`src/rtl/sd_req_arbiter_pkg.sv`:
```
// Shared types and defaults for the SD request arbiter: FSM state encoding,
// requester count, transaction timeout and counter/grant widths.
package sd_arb_pkg;
  localparam int NREQ_DEF    = 3;
  localparam int TIMEOUT_DEF = 1048576;
  localparam int CNT_W       = 21;
  localparam int GRANT_W     = 2;

  typedef enum logic [1:0] {
    IDLE = 2'd0,
    CMD  = 2'd1,
    XFER = 2'd2,
    DONE = 2'd3
  } arb_state_e;
endpackage

```
`src/rtl/sd_req_arbiter_if.sv`:
```
// Bundle of requester-side and SD-side signals around the arbiter, plus the
// FSM state exposed for observation.
interface sd_req_arbiter_if import sd_arb_pkg::*; #(
  parameter int NREQ = NREQ_DEF
) ();
  // Handshake: req_rd/req_wr are levels held until the requester's req_ack
  // rises; sd_rd/sd_wr stay high until sd_ack rises, and the transfer ends on
  // the following sd_ack fall. req_err pulses one cycle on timeout abort.
  logic [NREQ-1:0]    req_rd;
  logic [NREQ-1:0]    req_wr;
  logic [NREQ*32-1:0] req_lba;
  logic [NREQ*8-1:0]  req_buff_din;
  logic [NREQ-1:0]    req_ack;
  logic [NREQ-1:0]    req_buff_wr;
  logic [NREQ-1:0]    req_err;
  logic [31:0]        sd_lba;
  logic               sd_rd;
  logic               sd_wr;
  logic               sd_ack;
  logic               sd_buff_wr;
  logic [7:0]         sd_buff_din;
  logic               busy;
  logic [GRANT_W-1:0] grant;
  arb_state_e         state;

  modport master (
    output req_rd, req_wr, req_lba, req_buff_din, sd_ack, sd_buff_wr,
    input  req_ack, req_buff_wr, req_err, sd_lba, sd_rd, sd_wr,
           sd_buff_din, busy, grant, state
  );

  modport slave (
    input  req_rd, req_wr, req_lba, req_buff_din, sd_ack, sd_buff_wr,
    output req_ack, req_buff_wr, req_err, sd_lba, sd_rd, sd_wr,
           sd_buff_din, busy, grant, state
  );
endinterface

```
`src/rtl/sd_req_arbiter_rr_pick.sv`:
```
// Combinational round-robin priority encoder: the first requester found
// searching upward from last grant + 1 (wrapping modulo NREQ) wins.
module rr_pick import sd_arb_pkg::*; #(
  parameter int NREQ = NREQ_DEF
) (
  input  logic [NREQ-1:0]    i_req,
  input  logic [GRANT_W-1:0] i_last,
  output logic [GRANT_W-1:0] o_idx,
  output logic               o_valid
);
  logic [GRANT_W-1:0] w_pos;

  // Walk from farthest to nearest so the nearest hit is written last.
  always_comb begin
    o_idx   = '0;
    o_valid = 1'b0;
    w_pos   = '0;
    for (int i = NREQ; i >= 1; i--) begin
      w_pos = GRANT_W'((int'(i_last) + i) % NREQ);
      if (i_req[w_pos]) begin
        o_idx   = w_pos;
        o_valid = 1'b1;
      end
    end
  end
endmodule

```
`src/rtl/sd_req_arbiter.sv`:
```
// Arbitrates several SD-card block requesters onto one SD command port with
// round-robin grants, per-transaction timeout and grant-routed data strobes.
module sd_req_arbiter import sd_arb_pkg::*; #(
  parameter int NREQ    = NREQ_DEF,
  parameter int TIMEOUT = TIMEOUT_DEF
) (
  input logic              clk_sys,
  input logic              reset,
  sd_req_arbiter_if.slave  arb_if
);
  arb_state_e         r_state;
  arb_state_e         w_next;
  logic [GRANT_W-1:0] r_grant;
  logic [GRANT_W-1:0] r_last;
  logic [GRANT_W-1:0] w_pick;
  logic               w_pick_vld;
  logic [NREQ-1:0]    w_any;
  logic [31:0]        r_lba;
  logic               r_sd_rd;
  logic               r_sd_wr;
  logic               r_old_ack;
  logic [NREQ-1:0]    r_err;
  logic [CNT_W-1:0]   r_cnt;
  logic               w_ack_rise;
  logic               w_ack_fall;
  logic               w_active;
  logic               w_timeout;
  logic               w_busy;
  logic [NREQ-1:0]    w_req_ack;
  logic [NREQ-1:0]    w_req_buff_wr;
  logic [7:0]         w_buff_din;

  assign w_any = arb_if.req_rd | arb_if.req_wr;

  rr_pick #(.NREQ(NREQ)) u_pick (
    .i_req   (w_any),
    .i_last  (r_last),
    .o_idx   (w_pick),
    .o_valid (w_pick_vld)
  );

  assign w_ack_rise = arb_if.sd_ack & ~r_old_ack;
  assign w_ack_fall = ~arb_if.sd_ack & r_old_ack;
  assign w_active   = (r_state == CMD) || (r_state == XFER);
  assign w_timeout  = w_active && (r_cnt == CNT_W'(TIMEOUT - 1));

  always_ff @(posedge clk_sys or posedge reset) begin
    if (reset) r_state <= IDLE;
    else       r_state <= w_next;
  end

  always_comb begin
    w_next = r_state;
    case (r_state)
      IDLE:    if (w_pick_vld) w_next = CMD;
      CMD:     if (w_timeout) w_next = IDLE;
               else if (w_ack_rise) w_next = XFER;
      XFER:    if (w_timeout) w_next = IDLE;
               else if (w_ack_fall) w_next = DONE;
      DONE:    w_next = IDLE;
      default: w_next = IDLE;
    endcase
  end

  // Read wins when a requester has both pending; its write is re-arbitrated later.
  always_ff @(posedge clk_sys or posedge reset) begin
    if (reset) begin
      r_grant   <= '0;
      r_last    <= GRANT_W'(NREQ - 1);
      r_lba     <= '0;
      r_sd_rd   <= 1'b0;
      r_sd_wr   <= 1'b0;
      r_old_ack <= 1'b0;
      r_err     <= '0;
      r_cnt     <= '0;
    end else begin
      r_old_ack <= arb_if.sd_ack;
      r_err     <= '0;
      if (r_state == IDLE && w_pick_vld) begin
        r_grant <= w_pick;
        r_last  <= w_pick;
        r_lba   <= arb_if.req_lba[{w_pick, 5'd0} +: 32];
        r_sd_rd <= arb_if.req_rd[w_pick];
        r_sd_wr <= ~arb_if.req_rd[w_pick];
        r_cnt   <= '0;
      end else if (w_active) begin
        r_cnt <= r_cnt + 1'b1;
        if (w_timeout) begin
          r_sd_rd        <= 1'b0;
          r_sd_wr        <= 1'b0;
          r_err[r_grant] <= 1'b1;
        end else if (r_state == CMD && w_ack_rise) begin
          r_sd_rd <= 1'b0;
          r_sd_wr <= 1'b0;
        end
      end
    end
  end

  always_comb begin
    w_busy                 = (r_state != IDLE);
    w_req_ack              = '0;
    w_req_buff_wr          = '0;
    w_req_ack[r_grant]     = arb_if.sd_ack;
    w_req_buff_wr[r_grant] = arb_if.sd_buff_wr;
    w_buff_din             = w_busy ? arb_if.req_buff_din[{r_grant, 3'd0} +: 8] : 8'h00;
  end

  assign arb_if.req_ack     = w_req_ack;
  assign arb_if.req_buff_wr = w_req_buff_wr;
  assign arb_if.req_err     = r_err;
  assign arb_if.sd_lba      = r_lba;
  assign arb_if.sd_rd       = r_sd_rd;
  assign arb_if.sd_wr       = r_sd_wr;
  assign arb_if.sd_buff_din = w_buff_din;
  assign arb_if.busy        = w_busy;
  assign arb_if.grant       = r_grant;
  assign arb_if.state       = r_state;
endmodule
```
`src/flat_wrapper.sv`:
```
// flat-port wrapper written by rule: the top's interface ports become plain ports
module sd_req_arbiter_flat import sd_arb_pkg::*;
#(
  parameter int NREQ    = NREQ_DEF,
  parameter int TIMEOUT = TIMEOUT_DEF
)
  (clk_sys, reset, arb_if_req_rd, arb_if_req_wr, arb_if_req_lba, arb_if_req_buff_din, arb_if_sd_ack, arb_if_sd_buff_wr, arb_if_req_ack, arb_if_req_buff_wr, arb_if_req_err, arb_if_sd_lba, arb_if_sd_rd, arb_if_sd_wr, arb_if_sd_buff_din, arb_if_busy, arb_if_grant, arb_if_state);
  sd_req_arbiter_if #(.NREQ(NREQ)) arb_if_i ();
  input logic clk_sys;
  input logic reset;
  input wire logic [$bits(arb_if_i.req_rd)-1:0] arb_if_req_rd;
  input wire logic [$bits(arb_if_i.req_wr)-1:0] arb_if_req_wr;
  input wire logic [$bits(arb_if_i.req_lba)-1:0] arb_if_req_lba;
  input wire logic [$bits(arb_if_i.req_buff_din)-1:0] arb_if_req_buff_din;
  input wire logic [$bits(arb_if_i.sd_ack)-1:0] arb_if_sd_ack;
  input wire logic [$bits(arb_if_i.sd_buff_wr)-1:0] arb_if_sd_buff_wr;
  output wire logic [$bits(arb_if_i.req_ack)-1:0] arb_if_req_ack;
  output wire logic [$bits(arb_if_i.req_buff_wr)-1:0] arb_if_req_buff_wr;
  output wire logic [$bits(arb_if_i.req_err)-1:0] arb_if_req_err;
  output wire logic [$bits(arb_if_i.sd_lba)-1:0] arb_if_sd_lba;
  output wire logic [$bits(arb_if_i.sd_rd)-1:0] arb_if_sd_rd;
  output wire logic [$bits(arb_if_i.sd_wr)-1:0] arb_if_sd_wr;
  output wire logic [$bits(arb_if_i.sd_buff_din)-1:0] arb_if_sd_buff_din;
  output wire logic [$bits(arb_if_i.busy)-1:0] arb_if_busy;
  output wire logic [$bits(arb_if_i.grant)-1:0] arb_if_grant;
  output wire logic [$bits(arb_if_i.state)-1:0] arb_if_state;
  assign arb_if_i.req_rd = arb_if_req_rd;
  assign arb_if_i.req_wr = arb_if_req_wr;
  assign arb_if_i.req_lba = arb_if_req_lba;
  assign arb_if_i.req_buff_din = arb_if_req_buff_din;
  assign arb_if_i.sd_ack = arb_if_sd_ack;
  assign arb_if_i.sd_buff_wr = arb_if_sd_buff_wr;
  assign arb_if_req_ack = arb_if_i.req_ack;
  assign arb_if_req_buff_wr = arb_if_i.req_buff_wr;
  assign arb_if_req_err = arb_if_i.req_err;
  assign arb_if_sd_lba = arb_if_i.sd_lba;
  assign arb_if_sd_rd = arb_if_i.sd_rd;
  assign arb_if_sd_wr = arb_if_i.sd_wr;
  assign arb_if_sd_buff_din = arb_if_i.sd_buff_din;
  assign arb_if_busy = arb_if_i.busy;
  assign arb_if_grant = arb_if_i.grant;
  assign arb_if_state = arb_if_i.state;
  sd_req_arbiter #(.NREQ(NREQ), .TIMEOUT(TIMEOUT)) u_core (.clk_sys(clk_sys), .reset(reset), .arb_if(arb_if_i));
endmodule
```
`config.mk`:
```
export PLATFORM = sky130hd
export DESIGN_NAME = sd_req_arbiter_flat
export DESIGN_NICKNAME = d
export VERILOG_FILES = /design/src/rtl/sd_req_arbiter_pkg.sv /design/src/rtl/sd_req_arbiter_if.sv /design/src/rtl/sd_req_arbiter_rr_pick.sv /design/src/rtl/sd_req_arbiter.sv /design/src/flat_wrapper.sv
export SDC_FILE = /design/constraint.sdc
export NUM_CORES = 1
export LEC_CHECK = 0
export CORE_MARGIN = 2
export CORE_UTILIZATION = 40
export DETAILED_ROUTE_END_ITERATION = 12
export PLACE_DENSITY = 0.8
export SLEW_MARGIN = 10
export SYNTH_ARGS = -nofsm -noshare
export SYNTH_HDL_FRONTEND = slang
export SYNTH_SLANG_ARGS = --single-unit
```
`constraint.sdc`:
```
create_clock -name clk_sys -period 2.6 [get_ports clk_sys]
set_clock_uncertainty 0.05 [all_clocks]
set_input_delay 0.52 -clock clk_sys [delete_from_list [all_inputs] [get_ports clk_sys]]
set_output_delay 0.52 -clock clk_sys [all_outputs]
set_load 0.03 [all_outputs]
```
==> results.sh, run 1 <==
export IMPL_cts_buffer_depth=2
export IMPL_critical_path_required_ns=2.03
export IMPL_grt_pass1_vias=3725
export IMPL_setup_violations=0
export IMPL_synth_edf_count=0
export IMPL_antennaDiodeCount=0
export IMPL_setup_worst_path_start="arb_if_sd_buff_wr"
export IMPL_dp_hpwl_um=8670
export IMPL_vias=3821
export IMPL_syn_nets=544
export IMPL_n_fill_cell=749
export IMPL_cts_setup_buffers=0
export IMPL_cpMostUsedCell="clkdlybuf4s50_1"
export IMPL_fin_crit_sh_pct=93.3
export IMPL_cp_slowest_cell="clkdlybuf4s50_1"
export IMPL_max_freq_ghz=0.412
export IMPL_reg2reg_from="u_core.r_last[0]$_DFFE_PP0N_"
export IMPL_grt_pass1_wl_um=17400
export IMPL_nNetsFinal=737
export IMPL_seq_area_um2=1600
export IMPL_hold_depth=2
export IMPL_avgViaCountPerCell=5.20
export IMPL_core_um2=9240
export IMPL_hold_viol=0
export IMPL_synth_ff_type="dfrtp_1"
export IMPL_reg2reg_setup_slack_ns=0.24
export IMPL_die_area_um2=10400
export IMPL_grt_start_max_net_pins=40
export IMPL_cts_hold_buffers_added=0
export IMPL_p_int_mw=3.58
export IMPL_crit_type="in2out"
export IMPL_hp_start="u_core.arb_if.sd_lba[24]$_DFFE_PP0N_"
export IMPL_p_clk_share_pct=11.1
export IMPL_setup_slack_ns=0.174
export IMPL_grt_use_total_pct=21.4
export IMPL_cp_start_kind="input port"
export IMPL_arrival_ns=1.86
export IMPL_postRouteAntennaNets=0
export IMPL_drt_iter0_drc=173
export IMPL_cts_sinks=64
export IMPL_holdWs_ns=0.441
export IMPL_dp_cells=719
export IMPL_synth_largest_area_cell="dfrtp_1"
export IMPL_wl_per_cell_um=15.1
export IMPL_async_reset_ff_share_pct=100
export IMPL_cts_buffers=9
export IMPL_gp_congestion=1.01
export IMPL_switching_power_mw=3.10
export IMPL_worst_pin_slew_ns=0.551
export IMPL_cts_htree_levels=3
export IMPL_portBuffers=185
export IMPL_pre_cts_ws_ns=-0.157
export IMPL_rsz0062_at_grt="no"
export IMPL_final_util_pct=65.9
export IMPL_yosysSeqAreaShare_pct=41.9
export IMPL_overflow=0
export IMPL_synth_top_area_share_pct=41.2
export IMPL_synth_cell_types=46
export IMPL_worstPathCellList="clkdlybuf4s50_1, and3_1, clkdlybuf4s50_1"
export IMPL_drt_pass1_iterations=4
export IMPL_holdPathEnd="u_core.arb_if.sd_lba[24]$_DFFE_PP0N_"
export IMPL_comb_power_share_pct=65.9
export IMPL_yosysMostFrequentCell="dfrtp_1"
export IMPL_syn_to_final_growth_pct=59.3
export IMPL_netlist_instances=408
export IMPL_fin_crit_ns=2.43
export IMPL_power_density_nw_per_um2=1100
export IMPL_maxCapViolations=0
export IMPL_end_kind="output port"
export IMPL_rows=35
export IMPL_syn_area_um2=3820
export IMPL_wirelength_um=11100
export IMPL_insertion_delay_ns=0.34
export IMPL_p_leak_nw=2.60
export IMPL_p_sw_share_pct=46.4
export IMPL_ys_ff_latch=64
export IMPL_cpPeakStageDelay_ns=0.68
export IMPL_start_util_pct=41.4
export IMPL_multiInputGateArea_um2=2030
export IMPL_drv_slew=0
export IMPL_die_w_um=102
export IMPL_cts_root_buffer="clkbuf_8"
export IMPL_io_pins=186
export IMPL_ys_top_cells_by_count="dfrtp_1, nand2_1, nor2_1, mux2i_1, o211ai_1"
export IMPL_synth_area_leaders="dfrtp_1, mux2i_1, o211ai_1"
export IMPL_irDropWorstVdd_uv=579
export IMPL_final_cells=735
export IMPL_post_route_drc_count=0
export IMPL_place_area_um2=5920
export IMPL_r2r_end="u_core.arb_if.sd_lba[25]$_DFFE_PP0N_"
export IMPL_die_h_um=102
export IMPL_pwr_share_seq_pct=23.0
export IMPL_cts_tree="done"
export IMPL_clkTransAtPathRegs_ns=0.07
export IMPL_cp_max_fo=3
export IMPL_rr_worst_depth=8
export IMPL_timing_slew_headroom_pct=63.2
export IMPL_drive_above_1_share_pct=12.7
export IMPL_stdcell_area_um2=6090
export IMPL_ys_warn_count=0
export IMPL_antenna_found_initial=0
export IMPL_avgSynthCellArea_um2=9.37
export IMPL_run_status="complete, no violations"
export IMPL_hp_class="reg2reg"
[registers in the layout (all words and copies together) (netlist names)]
signal / count
u_core.arb_if.state: 2
u_core.arb_if.sd_lba: 32
u_core.arb_if.sd_rd: 1
u_core.r_last: 2
u_core.r_old_ack: 1
u_core.arb_if.grant: 1
u_core.arb_if.req_err: 3
u_core.arb_if.sd_wr: 1
u_core.r_cnt: 21
[what timing repair did]
action,CTS,global route
endpoints found under the hold margin,0,0
resized for setup,0,1
endpoints found under the setup margin,0,1
[cell usage in the layout (no fill, tap or decap), types with 9 or more instances in the layout]
master and n:
mux2i_1 41, dfrtp_1 63, clkdlybuf4s50_1 173, nand3_1 25, nand3_2 17, a21oi_1 10, clkbuf_8 10, inv_1 9
nor2_1 48, o211ai_1 33, buf_4 28, xor2_1 12, nand2_1 48
[metrics by stage]
step,setup TNS [ns],power (mW)
after floorplan,0,4.36
after global placement,-4.21,5.85
after detailed placement,-4.66,5.97
after CTS,0,6.72
after global routing,0,7.13
final,0,6.68
[logic make-up after synthesis]
| family | count (synthesis) | share of synthesized area (%) |
|---|---|---|
| AOI/OAI and AO/OA | 66 | 12.2 |
| xor gates and xnor gates | 19 | 4.35 |
| adders and majority gates | 7 | 2.26 |
| buffers and inverters | 37 | 5.20 |
| DFF | 64 | 41.9 |
| muxes | 41 | 10.7 |
| and+or+nand+nor | 174 | 23.3 |
[area by class of cell]
| class | instances | area share, % |
|---|---|---|
| inverter | 10 | 0.616 |
| tap | 129 | 2.65 |
| sequential | 64 | 26.3 |
| clock inverter | 3 | 0.288 |
| clock buffer | 13 | 2.44 |
| timing repair buffer | 209 | 34.4 |
| multi-input combinational | 307 | 33.3 |
[worst max-delay path, delay by kind of cell]
family | cells | cell delay [ns]
buffers and inverters | 2 | 1.17
and+or+nand+nor | 1 | 0.17
[per-layer routing]
metal  global-route usage (%)  vias up  share of wire, %
li1                         -     1835                 -
met1                     25.0     1801                38
met2                     36.2      160                50
met3                     5.87       25               9.4
met4                     10.3        0               2.7
met5                        0        -                 0
[power by group through the flow]
stage          Clock (mW)  Sequential [mW]  Combinational, mW
6_report            0.742             1.54               4.40
5_1_grt             0.800             1.58               4.75
4_1_cts             0.750             1.54               4.42
3_5_place_dp            0             1.55               4.41
3_3_place_gp            0             1.54               4.31
2_1_floorplan           0             2.07               2.29
[worst max-delay path by stage]
stage	endpoint	slack [ns]	cells after the start
2_1_floorplan	arb_if_sd_buff_din[0]	0.17	5
3_3_place_gp	u_core.arb_if.sd_lba[2]$_DFFE_PP0N_	-0.13	7
3_5_place_dp	u_core.arb_if.sd_lba[2]$_DFFE_PP0N_	-0.16	7
4_1_cts	arb_if_req_buff_wr[0]	0.11	3
5_1_grt	u_core.arb_if.sd_lba[18]$_DFFE_PP0N_	0.04	8
6_report	arb_if_req_buff_wr[2]	0.17	3
Power figures use the tool's default switching activity.
==> run 2, diff against run 1 <==
--- a/config.mk
+++ b/config.mk
@@ -6,9 +6,9 @@
 export NUM_CORES = 1
 export LEC_CHECK = 0
 export CORE_MARGIN = 2
-export CORE_UTILIZATION = 40
+export CORE_UTILIZATION = 41
 export DETAILED_ROUTE_END_ITERATION = 12
-export PLACE_DENSITY = 0.8
+export PLACE_DENSITY = 0.82
 export SLEW_MARGIN = 10
 export SYNTH_ARGS = -nofsm -noshare
 export SYNTH_HDL_FRONTEND = slang
==> run 2 against run 1 <==
  * Maximum frequency fell by 2.9%
  * Largest power group unchanged
  * Non-clock buffer count grew 1
  * Register-to-register slack worse by 0.13 ns
  * Critical path type is now reg2out
  * Largest cell class unchanged
  * Critical endpoint is now arb_if_busy
  * Critical path depth increased by 1
==> results.sh, run 2 (synthesis gave the netlist of run 1 again) <==
export IMPL_overflow=0
export IMPL_io_pins=186
export IMPL_die_h_um=101
export IMPL_run_status="complete, no violations"
export IMPL_antenna_found_initial=0
export IMPL_cts_tree="done"
export IMPL_cp_max_fo=12
export IMPL_die_w_um=101
export IMPL_insertion_delay_ns=0.35
export IMPL_tns_ns=0
export IMPL_drive_above_1_share_pct=13.8
export IMPL_cts_sinks=64
export IMPL_drv_slew=0
export IMPL_critical_path_required_ns=2.03
export IMPL_cts_buffer_depth=2
export IMPL_nNetsFinal=738
export IMPL_hold_viol=0
export IMPL_clkTransAtPathRegs_ns=0.07
export IMPL_syn_to_final_growth_pct=60.4
export IMPL_irDropWorstVdd_uv=661
export IMPL_arrival_ns=1.93
export IMPL_die_area_um2=10100
export IMPL_maxCapViolations=0
export IMPL_hp_class="in2async"
export IMPL_grt_use_total_pct=23.4
export IMPL_setup_slack_ns=0.102
export IMPL_wl_per_cell_um=17.0
export IMPL_worst_pin_slew_ns=0.587
export IMPL_start_util_pct=41.8
export IMPL_cp_start_kind="register"
export IMPL_drt_pass1_iterations=5
export IMPL_core_um2=9150
export IMPL_cts_buffers=9
export IMPL_timing_slew_headroom_pct=60.7
export IMPL_stdcell_area_um2=6130
export IMPL_cpMostUsedCell="inv_1"
export IMPL_gp_congestion=0.847
export IMPL_worstPathCellList="inv_1, ha_2, inv_1, clkdlybuf4s50_1"
export IMPL_grt_start_max_net_pins=48
export IMPL_setup_violations=0
export IMPL_cpPeakStageDelay_ns=0.70
export IMPL_p_leak_nw=2.61
export IMPL_reg2reg_setup_slack_ns=0.11
export IMPL_cts_root_buffer="clkbuf_8"
export IMPL_cts_htree_levels=3
export IMPL_dp_hpwl_um=9380
export IMPL_max_freq_ghz=0.400
export IMPL_pre_cts_ws_ns=-0.138
export IMPL_avgViaCountPerCell=5.34
export IMPL_portBuffers=185
export IMPL_fin_crit_ns=2.50
export IMPL_power_density_nw_per_um2=1150
export IMPL_grt_pass1_vias=3842
export IMPL_place_area_um2=5900
export IMPL_holdWs_ns=0.424
export IMPL_wirelength_um=12200
export IMPL_cp_slowest_cell="clkdlybuf4s50_1"
export IMPL_largest_reg_flops=32
export IMPL_antennaDiodeCount=0
export IMPL_drt_iter0_drc=138
export IMPL_final_cell_mix="clkdlybuf4s50_1, dfrtp_1, nor2_1, nand2_1, mux2i_1"
export IMPL_cts_setup_buffers=0
export IMPL_fin_crit_sh_pct=96.1
export IMPL_rows=35
export IMPL_crit_type="reg2out"
export IMPL_end_kind="output port"
export IMPL_cts_hold_buffers_added=0
export IMPL_final_common_cell="clkdlybuf4s50_1"
export IMPL_postRouteAntennaNets=0
export IMPL_vias=3837
export IMPL_grt_pass1_wl_um=18600
export IMPL_rr_worst_depth=8
export IMPL_post_route_drc_count=0
run 2: changes by cell type in the layout (fill, tap and decap cells not counted), sizes merged:
cell           change
clkbuf             -3
bufinv             +2
buf                +1
clkdlybuf4s50      +1
clkinv             +1
dlymetal6s2s       -1
run 2: area by class of cell:
class	count	area [µm²]
multi-input cells	307	2040
fillers	733	3020
well taps	111	139
inverters	10	37.5
clock buffers	10	138
repair buffers	210	2090
clock inverters	6	82.6
flip-flops and latches	64	1600
run 2: where the power goes:
group,leakage (nW),total [mW],internal (mW),switching (mW)
Clock,0.112,0.966,0.561,0.406
Sequential,0.823,1.56,1.33,0.222
Combinational,1.68,4.51,1.92,2.59
run 2: per-layer routing:
layer	vias up	global-route usage [%]	part of all wire [%]
li1	1831	-	-
met1	1824	28.2	39
met2	155	41.3	53
met3	27	4.58	6.1
met4	0	9.06	2.4
met5	-	0	0
run 2: worst paths after layout:
check	start	to
worst max register to register	u_core.r_last[0]$_DFFE_PP0N_	u_core.arb_if.sd_lba[3]$_DFFE_PP0N_
worst min-delay path	reset	u_core.r_cnt[7]$_DFFE_PP0P_
worst min register to register	u_core.arb_if.sd_lba[7]$_DFFE_PP0N_	u_core.arb_if.sd_lba[7]$_DFFE_PP0N_
min in group clk_sys	u_core.arb_if.sd_lba[7]$_DFFE_PP0N_	u_core.arb_if.sd_lba[7]$_DFFE_PP0N_
worst max-delay path	u_core.arb_if.state[0]$_DFFE_PP0P_	arb_if_busy
max in group asynchronous	reset	u_core.r_last[1]$_DFFE_PP1N_
run 2: worst max-delay path: cells and delay by family (launching register included):
family     cells  cell delay, ns
fa+ha+maj      1            0.27
buf+inv        3            0.90
flops          1            0.41
run 2: stage by stage:
step | total power [mW] | util [%] | instances
6_report | 7.03 | 67.0 | 718
5_1_grt | 7.44 | 67.0 | 718
3_5_place_dp | 6.03 | 64.4 | 702
4_1_cts | 7.03 | 66.8 | 718
2_1_floorplan | 4.36 | - | 408
3_3_place_gp | 5.89 | 64.4 | 702
run 2: what timing repair did:
| action | 4_1_cts | 5_1_grt |
|---|---|---|
| cloned | 0 | 0 |
| endpoints found under the setup margin | 1 | 5 |
| resized for setup | 1 | 3 |
| pin swaps | 0 | 0 |
